File: src/rtl/nn_frame_sequencer.sv
// Frame buffer and step-pulse generator feeding the perceptron network.
// Accepts PARAM_BYTES + INPUT_BYTES bytes over valid/ready, then replays them
// one byte per clock while stepping the network's 4-phase machine with
// single-cycle nn_changes pulses. All outputs are registered.
module nn_frame_sequencer #(
  parameter int unsigned PARAM_BYTES    = 24,
  parameter int unsigned INPUT_BYTES    = 4,
  parameter int unsigned COMPUTE_CYCLES = 2,
  parameter int unsigned RESULT_CYCLES  = 4
) (
  input  logic       clk,
  input  logic       rstn,
  input  logic [7:0] s_data,
  input  logic       s_valid,
  output logic       s_ready,
  output logic [7:0] nn_data,
  output logic       nn_data_valid,
  output logic       nn_changes,
  output logic [1:0] nn_phase,
  output logic       result_valid,
  output logic       frame_done
);

  localparam int unsigned FrameBytes = PARAM_BYTES + INPUT_BYTES;
  // 6-bit indices cover frames up to 63 bytes; widen only when the frame needs it.
  localparam int unsigned IdxW       = (FrameBytes > 63) ? 7 : 6;
  localparam int unsigned AddrW      = $clog2(FrameBytes);

  localparam logic [IdxW-1:0] FrameLen    = IdxW'(FrameBytes);
  localparam logic [IdxW-1:0] FrameLast   = IdxW'(FrameBytes - 1);
  localparam logic [IdxW-1:0] ParamLast   = IdxW'(PARAM_BYTES - 1);
  localparam logic [7:0]      ComputeLast = 8'(COMPUTE_CYCLES - 1);
  localparam logic [7:0]      ResultLast  = 8'(RESULT_CYCLES - 1);

  typedef enum logic [3:0] {
    StFill,
    StParam,
    StChg0,
    StInput,
    StChg1,
    StCompute,
    StChg2,
    StResult,
    StChg3
  } state_e;

  state_e          state_q, state_d;
  logic [IdxW-1:0] widx_q, widx_d;
  logic [IdxW-1:0] ridx_q, ridx_d;
  logic [7:0]      cnt_q, cnt_d;
  logic            wr_en;
  logic [7:0]      rd_data;
  logic [7:0]      mem_q [FrameBytes];

  logic       s_ready_q, s_ready_d;
  logic [7:0] nn_data_q, nn_data_d;
  logic       nn_data_valid_q, nn_data_valid_d;
  logic       nn_changes_q, nn_changes_d;
  logic [1:0] nn_phase_q, nn_phase_d;
  logic       result_valid_q, result_valid_d;
  logic       frame_done_q, frame_done_d;

  // Sequencing: state transitions and index/phase counter updates.
  always_comb begin
    state_d = state_q;
    widx_d  = widx_q;
    ridx_d  = ridx_q;
    cnt_d   = cnt_q;
    wr_en   = 1'b0;
    unique case (state_q)
      StFill: begin
        if (s_valid && s_ready_q) begin
          wr_en  = 1'b1;
          widx_d = widx_q + 1'b1;
          if (widx_q == FrameLast) begin
            state_d = StParam;
            ridx_d  = '0;
          end
        end
      end
      StParam: begin
        if (ridx_q == ParamLast) state_d = StChg0;
        else                     ridx_d  = ridx_q + 1'b1;
      end
      StChg0: begin
        state_d = StInput;
        ridx_d  = ridx_q + 1'b1;
      end
      StInput: begin
        if (ridx_q == FrameLast) state_d = StChg1;
        else                     ridx_d  = ridx_q + 1'b1;
      end
      StChg1: begin
        state_d = StCompute;
        cnt_d   = '0;
      end
      StCompute: begin
        if (cnt_q == ComputeLast) state_d = StChg2;
        else                      cnt_d   = cnt_q + 1'b1;
      end
      StChg2: begin
        state_d = StResult;
        cnt_d   = '0;
      end
      StResult: begin
        if (cnt_q == ResultLast) state_d = StChg3;
        else                     cnt_d   = cnt_q + 1'b1;
      end
      StChg3: begin
        state_d = StFill;
        widx_d  = '0;
        ridx_d  = '0;
      end
      default: state_d = StFill;
    endcase
  end

  // Output decode from the upcoming state so every output leaves a flop.
  // The FILL->PARAM edge reads entry 0 while entry F-1 is written; F >= 2 so
  // these never collide.
  always_comb begin
    s_ready_d       = 1'b0;
    nn_data_d       = 8'h00;
    nn_data_valid_d = 1'b0;
    nn_changes_d    = 1'b0;
    nn_phase_d      = 2'd0;
    result_valid_d  = 1'b0;
    frame_done_d    = 1'b0;
    rd_data         = mem_q[ridx_d[AddrW-1:0]];
    unique case (state_d)
      StFill:    s_ready_d = (widx_d < FrameLen);
      StParam: begin
        nn_data_d       = rd_data;
        nn_data_valid_d = 1'b1;
      end
      StChg0:    nn_changes_d = 1'b1;
      StInput: begin
        nn_data_d       = rd_data;
        nn_data_valid_d = 1'b1;
        nn_phase_d      = 2'd1;
      end
      StChg1: begin
        nn_changes_d = 1'b1;
        nn_phase_d   = 2'd1;
      end
      StCompute: nn_phase_d = 2'd2;
      StChg2: begin
        nn_changes_d = 1'b1;
        nn_phase_d   = 2'd2;
      end
      StResult: begin
        result_valid_d = 1'b1;
        nn_phase_d     = 2'd3;
      end
      StChg3: begin
        nn_changes_d = 1'b1;
        frame_done_d = 1'b1;
        nn_phase_d   = 2'd3;
      end
      default: ;
    endcase
  end

  // State, counters and registered outputs; reset aborts any sequence at once.
  always_ff @(posedge clk or negedge rstn) begin
    if (!rstn) begin
      state_q         <= StFill;
      widx_q          <= '0;
      ridx_q          <= '0;
      cnt_q           <= '0;
      s_ready_q       <= 1'b0;
      nn_data_q       <= 8'h00;
      nn_data_valid_q <= 1'b0;
      nn_changes_q    <= 1'b0;
      nn_phase_q      <= 2'd0;
      result_valid_q  <= 1'b0;
      frame_done_q    <= 1'b0;
    end else begin
      state_q         <= state_d;
      widx_q          <= widx_d;
      ridx_q          <= ridx_d;
      cnt_q           <= cnt_d;
      s_ready_q       <= s_ready_d;
      nn_data_q       <= nn_data_d;
      nn_data_valid_q <= nn_data_valid_d;
      nn_changes_q    <= nn_changes_d;
      nn_phase_q      <= nn_phase_d;
      result_valid_q  <= result_valid_d;
      frame_done_q    <= frame_done_d;
    end
  end

  // Frame buffer: contents persist across frames and reset; only accepts write it.
  always_ff @(posedge clk) begin
    if (wr_en) mem_q[widx_q[AddrW-1:0]] <= s_data;
  end

  assign s_ready       = s_ready_q;
  assign nn_data       = nn_data_q;
  assign nn_data_valid = nn_data_valid_q;
  assign nn_changes    = nn_changes_q;
  assign nn_phase      = nn_phase_q;
  assign result_valid  = result_valid_q;
  assign frame_done    = frame_done_q;

endmodule
File: config.mk
export PLATFORM = sky130hd
export DESIGN_NAME = nn_frame_sequencer
export DESIGN_NICKNAME = d
export VERILOG_FILES = /design/src/rtl/nn_frame_sequencer.sv
export SDC_FILE = /design/constraint.sdc
export NUM_CORES = 1
export LEC_CHECK = 0
export BUFFER_PORTS_ARGS = -buffer_cell sky130_fd_sc_hd__buf_2
export CELL_PAD_IN_SITES_DETAIL_PLACEMENT = 1
export CELL_PAD_IN_SITES_GLOBAL_PLACEMENT = 2
export CORE_MARGIN = 10
export CORE_UTILIZATION = 48
export CTS_CLUSTER_DIAMETER = 120
export DETAILED_ROUTE_END_ITERATION = 10
export PLACE_DENSITY = 0.93
export SLEW_MARGIN = 20
export SYNTH_ARGS = -nofsm -noshare
export SYNTH_HDL_FRONTEND = slang
export SYNTH_SLANG_ARGS = --single-unit
File: constraint.sdc
create_clock -name clk -period 6.2 [get_ports clk]
set_clock_uncertainty 0.05 [all_clocks]
set_input_delay 0.31 -clock clk [delete_from_list [all_inputs] [get_ports clk]]
set_output_delay 0.31 -clock clk [all_outputs]
set_load 0.02 [all_outputs]
==> impl_results.md <==
- Fin nets: 874
- Power density cells: 312 mW/mm²
- Synth unique cells: 60
- Hold Crit Class: input port to register
- Clk buf depth: 3
- Initial antenna violation count: 0
- Initial core utilization: 0.483
- Fin. Hold Viols: 0
- ANT nets after route: 0
- CP top delay family: simple AND/OR/NAND/NOR gates
- Critical Setup Path Class: register to register
- Data arrival, critical path: 4.64 ns
- Grt ovf: 0
- Worst Setup End Kind: register
- DRT iter0 DRCs: 545
- Vias: 7035
- Remaining DRCs: 0
- Cell with the most instances after synthesis: edfxtp_1
- Cell Rows: 55
- Post_cts resized: 0
- H-tree depth: 1
- Area growth, synth to finish: 11.5%
- Crit-path max cell delay: 0.90 ns
- Smallest hold slack: 0.241 ns
- Cts bufs inserted: 28
- Layout fillers: 2217
- Gpl congestion: 0.849
- Critical Path RT: 6.58 ns
- Share of cells above drive strength 1: 0.106
- Diode count: 0
- Syn Nets: 855
- First-pass GRT wire length: 44500 µm
- Synth top area share: 0.618
- Leakage power: 0.00425 µW
- CTS tree: yes
- Port bufs: 25
- Crit-path most repeated cell: nand3b_1
- CP Launch Type: register
- Asr flop ratio synth: 0.148
- I/O pin total: 26
- Worst-Skew Late Latency: 0.56 ns
- Max cap viols: 0
- Worst-margin pin slew: 1.03 ns
- Commonest cells in the netlist: edfxtp_1 (224), nand2_1 (165), nand3_1 (73)
- Period Utilization, post-route: 0.687
- Hold path depth: 1
- Flip-flop and latch count after synthesis: 263
- Synthesis Warnings: 0
- Status: finished, final reports clean
- Largest net degree at the start of global routing: 56
- Mean post-synth cell area: 13.0 µm²
- Slowest stage cell, crit path: nor2_1
- Synth Instances: 837
- Top post-synthesis cells by area: edfxtp_1 (62%), dfrtp_1 (9.0%), nand2_1 (5.7%)
- Stages on the worst setup path: 9
- Reg clk slew, reported paths: 0.06 ns
- R2R cell count: 9
- Setup TNS: 0 ns
- Vias in the first global route: 7452
- Core ar.: 0.0225 mm²
- Fin. max-slew vios: 0
- Post-synth EDFFs: 224
- Finish-stage setup viols: 0
- Max rail drop VDD: 0.283 mV
- Max-slew headroom: 0.310
- Die area: 0.0291 mm²
- DR WL/cell: 24.9 µm
- Ys flop type: edfxtp_1
- Die H: 171 µm
- RSZ-0062 raised after global routing: false
- Cell Area, Synth: 0.0109 mm²
- Post-Route WL: 28900 µm
- DR pass1 iterations: 7
- TritonCTS Sinks: 263
- Via density: 6.05
- Max Freq: 235 MHz
- Post-DP HPWL: 18200 µm
- Sequential fraction of the synthesis area: 0.708
- Post-layout min period: 4.26 ns
- Die width: 171 µm
- WP buf/inv: 1
- GRT Resource Usage Total: 0.199
- Cell breakdown of the critical path: nand3b_1 -> o31a_1 -> o31a_2 -> nor2_8 -> inv_4 -> nor2_1 -> a32oi_1 -> nand3b_1 -> nand4_1
- Crit-path max FO: 55
- Clock root buffer: clkbuf_16
- Area leader, netlist: edfxtp_1
## report_power, final
| group | switching, µW | internal [µW] |
|---|---|---|
| clock network | 692 | 916 |
| logic | 127 | 34.7 |
| registers | 32.4 | 1980 |
| total | 851 | 2930 |
## per-layer routing
layer,vias to the layer above,global-route usage,part of all wire
met5,-,0,0
met4,0,0.0698,0.033
met3,53,0.0251,0.044
met2,209,0.336,0.50
met1,3606,0.260,0.43
li1,3167,-,-
## cell type report
class / instances / area, µm² / area share
Clock buffer: 32 / 716 / 0.0590
Tap cell: 285 / 357 / 0.0294
Timing Repair Buffer: 32 / 180 / 0.0148
Clock inverter: 20 / 173 / 0.0142
Inverter: 10 / 40.0 / 0.00330
Sequential cell: 263 / 7700 / 0.635
Multi-Input combinational cell: 521 / 2970 / 0.244
## cells in the final DEF (no fill, tap or decap), drive strengths merged, types with 13 or more instances in the layout
| cell | count |
|---|---|
| edfxtp | 224 |
| nand2 | 165 |
| nand3 | 73 |
| nor2 | 56 |
| dfrtp | 39 |
| clkbuf | 32 |
| buf | 31 |
| mux2i | 28 |
| o21ai | 22 |
| a21oi | 22 |
| clkinv | 17 |
| nand4 | 13 |
## path summary, 6_finish.rpt
check	start	to	slack, ns
max in group asynchronous	rstn	frame_done	5.08
worst max-delay path	widx_q[2]	nn_data[0]	1.94
worst max register to register	widx_q[2]	nn_data[0]	1.94
worst min register to register	cnt_q[7]	cnt_q[7]	0.49
worst min-delay path	s_data[6]	mem_q[27][6]	0.24
min in group asynchronous	rstn	result_valid	0.41
## metrics by stage
stage | instances | util | area (µm²) | power, µW | worst slack (ns)
4_1_cts | 1163 | 0.539 | 12100 | 3800 | 2.02
5_1_grt | 1163 | 0.539 | 12100 | 3890 | 1.64
3_5_place_dp | 1110 | 0.499 | 11200 | 2210 | 2.08
2_1_floorplan | 837 | - | 10900 | 2120 | 3.32
6_report | 1163 | 0.539 | 12100 | 3780 | 1.94
3_3_place_gp | 1110 | 0.499 | 11200 | 2200 | 2.07
## flip-flops by register name, indices dropped and copies added (netlist names)
register and cells:
frame_done 1, mem_q 224, widx_q 6, result_valid 1, nn_phase 2, s_ready 1
nn_data 8, ridx_q 6, state_q 4, cnt_q 8, nn_data_valid 1, nn_changes 1
## what timing repair did
action / 4_1_cts / 5_1_grt
endpoints found under the hold margin: 39 / 0
hold buffers: 1 / 0
buffers inserted: 0 / 0
## kinds of logic after synthesis
family                     after synthesis  synth area share
AOI/OAI and AO/OA                      110            0.0714
xor gates and xnor gates                 8           0.00644
adders and majority gates                7           0.00805
buffers and inverters                   53            0.0200
DFF                                    263             0.708
muxes                                   33            0.0323
and+or+nand+nor                        363             0.154
Power figures use the tool's default switching activity.
